File: config.mk
export PLATFORM = sky130hd
export DESIGN_NAME = matrix_operand_feeder
export DESIGN_NICKNAME = d
export VERILOG_FILES = /design/src/rtl/matrix_operand_feeder.sv
export SDC_FILE = /design/constraint.sdc
export NUM_CORES = 2
export LEC_CHECK = 0
export BUFFER_PORTS_ARGS = -buffer_cell sky130_fd_sc_hd__buf_2
export CAP_MARGIN = 20
export CORE_MARGIN = 3
export CORE_UTILIZATION = 55
export DETAILED_ROUTE_END_ITERATION = 12
export PLACE_DENSITY = 0.7
export SLEW_MARGIN = 5
export SYNTH_ARGS = -nofsm -noshare
export SYNTH_HDL_FRONTEND = slang
export SYNTH_SLANG_ARGS = --single-unit
File: constraint.sdc
create_clock -name clk -period 15.7 [get_ports clk]
set_clock_uncertainty 0.2 [all_clocks]
set_input_delay 3.14 -clock clk [delete_from_list [all_inputs] [get_ports clk]]
set_output_delay 3.14 -clock clk [all_outputs]
set_load 0.01 [all_outputs]
File: src/rtl/matrix_operand_feeder.sv
// Buffers serial A/B complex operands, then issues one A row and one B column per cycle for all 16 results.
// Issue outputs registered one cycle after selection; tags trail by EXTRACT_LATENCY; in_ready is low outside LOAD.
module matrix_operand_feeder #(
    parameter int INTEGER_SIZE    = 7,
    parameter int FRACT_SIZE      = 11,
    parameter int DATA_WIDTH      = INTEGER_SIZE + FRACT_SIZE,
    parameter int EXTRACT_LATENCY = 3
) (
    input  logic                  clk,
    input  logic                  rst,
    input  logic                  clear,
    input  logic                  in_valid,
    output logic                  in_ready,
    input  logic [DATA_WIDTH-1:0] in_r,
    input  logic [DATA_WIDTH-1:0] in_i,
    output logic [DATA_WIDTH-1:0] a1_r,
    output logic [DATA_WIDTH-1:0] a2_r,
    output logic [DATA_WIDTH-1:0] a3_r,
    output logic [DATA_WIDTH-1:0] a4_r,
    output logic [DATA_WIDTH-1:0] a1_i,
    output logic [DATA_WIDTH-1:0] a2_i,
    output logic [DATA_WIDTH-1:0] a3_i,
    output logic [DATA_WIDTH-1:0] a4_i,
    output logic [DATA_WIDTH-1:0] b1_r,
    output logic [DATA_WIDTH-1:0] b2_r,
    output logic [DATA_WIDTH-1:0] b3_r,
    output logic [DATA_WIDTH-1:0] b4_r,
    output logic [DATA_WIDTH-1:0] b1_i,
    output logic [DATA_WIDTH-1:0] b2_i,
    output logic [DATA_WIDTH-1:0] b3_i,
    output logic [DATA_WIDTH-1:0] b4_i,
    output logic                  issue_valid,
    output logic                  res_valid,
    output logic [1:0]            res_row,
    output logic [1:0]            res_col,
    output logic                  busy,
    output logic                  done
);

    typedef enum logic [1:0] {S_LOAD, S_ISSUE, S_DRAIN, S_DONE} state_t;

    state_t                r_state;
    logic [4:0]            r_k;
    logic [3:0]            r_n;
    logic                  r_issue_valid;
    logic [1:0]            r_iss_row;
    logic [1:0]            r_iss_col;
    logic                  r_done;

    logic [DATA_WIDTH-1:0] r_a_r [0:15];
    logic [DATA_WIDTH-1:0] r_a_i [0:15];
    logic [DATA_WIDTH-1:0] r_b_r [0:15];
    logic [DATA_WIDTH-1:0] r_b_i [0:15];

    logic [DATA_WIDTH-1:0] r_oa_r [0:3];
    logic [DATA_WIDTH-1:0] r_oa_i [0:3];
    logic [DATA_WIDTH-1:0] r_ob_r [0:3];
    logic [DATA_WIDTH-1:0] r_ob_i [0:3];

    logic [4:0]            r_tag [0:EXTRACT_LATENCY-1];

    logic                  w_accept;
    logic                  w_tags_pending;

    assign in_ready = (r_state == S_LOAD) && !rst;
    assign w_accept = in_valid && in_ready && !clear;

    // Operand store: word index k maps A for k<16, B for k>=16, raster order.
    always_ff @(posedge clk) begin
        if (w_accept) begin
            if (!r_k[4]) begin
                r_a_r[r_k[3:0]] <= in_r;
                r_a_i[r_k[3:0]] <= in_i;
            end else begin
                r_b_r[r_k[3:0]] <= in_r;
                r_b_i[r_k[3:0]] <= in_i;
            end
        end
    end

    always_ff @(posedge clk or posedge rst) begin
        if (rst) begin
            r_state       <= S_LOAD;
            r_k           <= '0;
            r_n           <= '0;
            r_issue_valid <= 1'b0;
            r_iss_row     <= '0;
            r_iss_col     <= '0;
            r_done        <= 1'b0;
            for (int c = 0; c < 4; c++) begin
                r_oa_r[c] <= '0;
                r_oa_i[c] <= '0;
                r_ob_r[c] <= '0;
                r_ob_i[c] <= '0;
            end
        end else if (clear) begin
            r_state       <= S_LOAD;
            r_k           <= '0;
            r_n           <= '0;
            r_issue_valid <= 1'b0;
            r_done        <= 1'b0;
        end else begin
            r_issue_valid <= 1'b0;
            r_done        <= 1'b0;
            case (r_state)
                S_LOAD: begin
                    if (w_accept) begin
                        r_k <= r_k + 5'd1;
                        if (r_k == 5'd31) begin
                            r_state <= S_ISSUE;
                        end
                    end
                end
                S_ISSUE: begin
                    r_issue_valid <= 1'b1;
                    r_iss_row     <= r_n[3:2];
                    r_iss_col     <= r_n[1:0];
                    for (int c = 0; c < 4; c++) begin
                        r_oa_r[c] <= r_a_r[{r_n[3:2], 2'(c)}];
                        r_oa_i[c] <= r_a_i[{r_n[3:2], 2'(c)}];
                        r_ob_r[c] <= r_b_r[{2'(c), r_n[1:0]}];
                        r_ob_i[c] <= r_b_i[{2'(c), r_n[1:0]}];
                    end
                    r_n <= r_n + 4'd1;
                    if (r_n == 4'd15) begin
                        r_state <= S_DRAIN;
                    end
                end
                S_DRAIN: begin
                    // Leave once only the final stage can still hold a tag: it is being emitted now.
                    if (!w_tags_pending) begin
                        r_state <= S_DONE;
                        r_done  <= 1'b1;
                    end
                end
                default: begin
                    r_state <= S_LOAD;
                end
            endcase
        end
    end

    always_ff @(posedge clk or posedge rst) begin
        if (rst) begin
            for (int s = 0; s < EXTRACT_LATENCY; s++) begin
                r_tag[s] <= '0;
            end
        end else if (clear) begin
            for (int s = 0; s < EXTRACT_LATENCY; s++) begin
                r_tag[s] <= '0;
            end
        end else begin
            r_tag[0] <= {r_issue_valid, r_iss_row, r_iss_col};
            for (int s = 1; s < EXTRACT_LATENCY; s++) begin
                r_tag[s] <= r_tag[s-1];
            end
        end
    end

    always_comb begin
        w_tags_pending = r_issue_valid;
        for (int s = 0; s < EXTRACT_LATENCY - 1; s++) begin
            w_tags_pending = w_tags_pending | r_tag[s][4];
        end
    end

    assign a1_r = r_oa_r[0];
    assign a2_r = r_oa_r[1];
    assign a3_r = r_oa_r[2];
    assign a4_r = r_oa_r[3];
    assign a1_i = r_oa_i[0];
    assign a2_i = r_oa_i[1];
    assign a3_i = r_oa_i[2];
    assign a4_i = r_oa_i[3];
    assign b1_r = r_ob_r[0];
    assign b2_r = r_ob_r[1];
    assign b3_r = r_ob_r[2];
    assign b4_r = r_ob_r[3];
    assign b1_i = r_ob_i[0];
    assign b2_i = r_ob_i[1];
    assign b3_i = r_ob_i[2];
    assign b4_i = r_ob_i[3];

    assign issue_valid = r_issue_valid;
    assign res_valid   = r_tag[EXTRACT_LATENCY-1][4];
    assign res_row     = r_tag[EXTRACT_LATENCY-1][3:2];
    assign res_col     = r_tag[EXTRACT_LATENCY-1][1:0];
    assign busy        = (r_state == S_ISSUE) || (r_state == S_DRAIN);
    assign done        = r_done;

endmodule

==> results.ini <==
[cts]
clkSinkCount=1472
cts_setup_buffers=0
post_cts_resized=0
hold_buffers=0
numCtsBuffers=145
htree_levels=4
insertion_delay_ns=0.74
cts_tree=done
clockBufferDepth=3
root_buffer=clkbuf_16
clkTransAtPathRegs_ns=0.06

[sta]
max_slew_margin_pct=28.20
setup_viol=0
fmax_mhz=144.4
fin_crit_sh_pct=44.12
rsz0062_at_grt=no
worstMarginPinSlew_ns=1.077
drv_slew=0
setup_slack_ns=8.774
fin_setup_tns_ns=0
min_period_ns=6.926
hold_viol_final=0

[logic_synthesis]
netlist.area_leader.share_pct=64.31
synth_edf_count=1152
synth_compound_area_share_pct=0.05583
synth_common_cells=1152 x edfxtp_1, 320 x dfrtp_1, 292 x mux2_2
synthFlopType=edfxtp_1
avgSynthCellArea_um2=23.60
yosys-mux-area-fraction_pct=18.24
synth-simple-area-share_pct=0.8793
yosysMostFrequentCell=edfxtp_1
synth_cell_types=36
synthesis.instances=2279
synth_warnings=0
synth_area_um2=53790
synth_fa_ha_area_share_pct=0.2094
synth_top_area_cell=edfxtp_1
synth_nets=2328
synth_seq_area_share_pct=79.20
ys_ff_latch=1472
synth_top_family_by_area=multiplexers
synth.top_cells.by_area=edfxtp_1 64%, dfrtp_1 15%, mux4_2 12%
synthXorXnorAreaFrac_pct=0.08141
synth_async_sr_flop_share_pct=21.74

[placed_design]
dpl.hpwl_mm=67.64
dp_slack_ns=8.764
place.gp.congestion=0.7633
port_buffers=336

[routing]
postRouteWirelength_mm=115.8
avgRoutedWirePerCell_um=28.24
vias=24340
drc=0
routed_via_density=5.937
drt_iter0_drc=2405
first_pass_iters=5
postRouteAntennaNets=0

[setup_path]
path_class=input port to output pin
cp_max_fo=8
endpoint_kind=output pin
start_kind=input port
cp_data_required_time_ns=12.36
critPathArrivalTime_ns=3.59

[power_and_ir_drop]
leakage_uw=0.02105
sequentialPowerShare_pct=48.3
p_sw_share_pct=25.56
internal-power_uw=7533
power_uw=10120
ir_drop_uv=106.7
combPwrFrac_pct=18.0
p_sw_uw=2587
p_per_area_nw_per_um2=163.4
p_clk_share_pct=33.7

[global_route]
grt_max_degree=110
grt_overflow=0
antenna_found_initial=6
grt.total_usage_pct=23.21
grt_pass1_wl_mm=171.5
grt_pass1_vias=25205

[floorplan]
die-width_um=318.7
die_h_um=318.7
num_rows=114
start_util_pct=55.54
core_um2=96850
die_area_um2=101600
io-pin-count=337

[layout]
syn2layout_area_growth_pct=15.12
layout.nets=2748
nFillCells=6349
layout-drive-gt1-share_pct=43.25

[worst_hold_path]
min_path_type=register to register

[run_status]
status=finished, final reports clean

[flow_run]
drv_cap=0

==> layout by cell type (no fill, tap or decap), types with 5 or more instances in the layout <==
master        n
mux4_2      286
clkinv_2     23
clkbuf_1     39
clkbuf_16   150
nand2_1       6
nor2b_1      19
clkinv_1     15
inv_6         5
mux2_2      292
bufinv_16     8
nand3_1       5
ha_1          9
nor2_1        7
buf_12        9
buf_2       336
clkbuf_8     22
dfrtp_1     316
edfxtp_1   1152
buf_4        37
clkinv_8      6
nor2_4       30
==> worst paths after layout <==
path                                     from  slack [ns]                    to  depth (start not counted)
max                                       rst        8.77              in_ready                          3
min                        r_tag[7]$_DFF_PP0_        0.26  res_row[0]$_DFF_PP0_                          1
max reg2reg                r_n[0]$_DFFE_PP0P_       12.02   b4_i[7]$_DFFE_PP0P_                          4
min reg2reg                r_tag[7]$_DFF_PP0_        0.26  res_row[0]$_DFF_PP0_                          1
max in group asynchronous                 rst       10.51   b3_r[1]$_DFFE_PP0P_                          4
min in group asynchronous                 rst        2.36   a1_r[1]$_DFFE_PP0P_                          2
==> metrics by stage <==
step	hold WS, ns	util (%)	std cells	cell area (um^2)
2_1_floorplan	0.2385	-	2279	53790
3_3_place_gp	0.2544	58.78	3818	56930
3_5_place_dp	0.2474	58.94	3826	57090
4_1_cts	0.2611	63.87	4097	61860
5_1_grt	0.2827	63.93	4099	61920
6_report	0.2603	63.93	4100	61920
==> critical path, cell delays in order <==
cell and delay, ns:
buf_2 0.18, nor2b_1 0.13, buf_2 0.14
==> flip-flops by register name, indices dropped and copies added, names as in the netlist, 288 cells and up <==
name,count
r_b_r,288
r_b_i,288
r_a_i,288
r_a_r,288
==> power by group through the flow <==
| stage | Combinational, uW | Sequential (uW) | Clock [uW] |
|---|---|---|---|
| floorplan | 986 | 5060 | 0 |
| global placement | 1820 | 4960 | 0 |
| detailed placement | 1860 | 4980 | 0 |
| CTS | 1870 | 4900 | 3480 |
| global route | 1960 | 4940 | 3640 |
| finish | 1820 | 4890 | 3410 |
==> cell families (layout without fill, tap and decap cells) <==
| logic type | count (synthesis) | after routing |
|---|---|---|
| other cells | 0 | 1 |
| flops | 1472 | 1472 |
| simple gates | 89 | 89 |
| xor+xnor | 5 | 5 |
| buf+inv | 116 | 660 |
| fa+ha+maj | 9 | 9 |
| compound gates | 5 | 5 |
| mux | 583 | 583 |
==> routing by layer <==
metal | vias to the layer above | routed length [um] | track usage (%)
li1 | 10172 | - | -
met1 | 13061 | 46990 | 33.23
met2 | 959 | 57760 | 37.13
met3 | 148 | 8580 | 4.849
met4 | 0 | 2438 | 6.231
met5 | - | 0 | 0
==> cell type report <==
cell class              instances  area [um^2]  share of cell area [%]
multi-input cells             691        10710                   17.29
clock inverters                60        574.3                  0.9275
well taps                    1276         1597                   2.578
repair buffers                384         2195                   3.544
diodes                          1        2.502                0.004041
clock buffers                 211         4203                   6.787
inverters                       5        26.28                 0.04243
flip-flops and latches       1472        42620                   68.82
No activity file was read; power rests on OpenSTA's default activity.
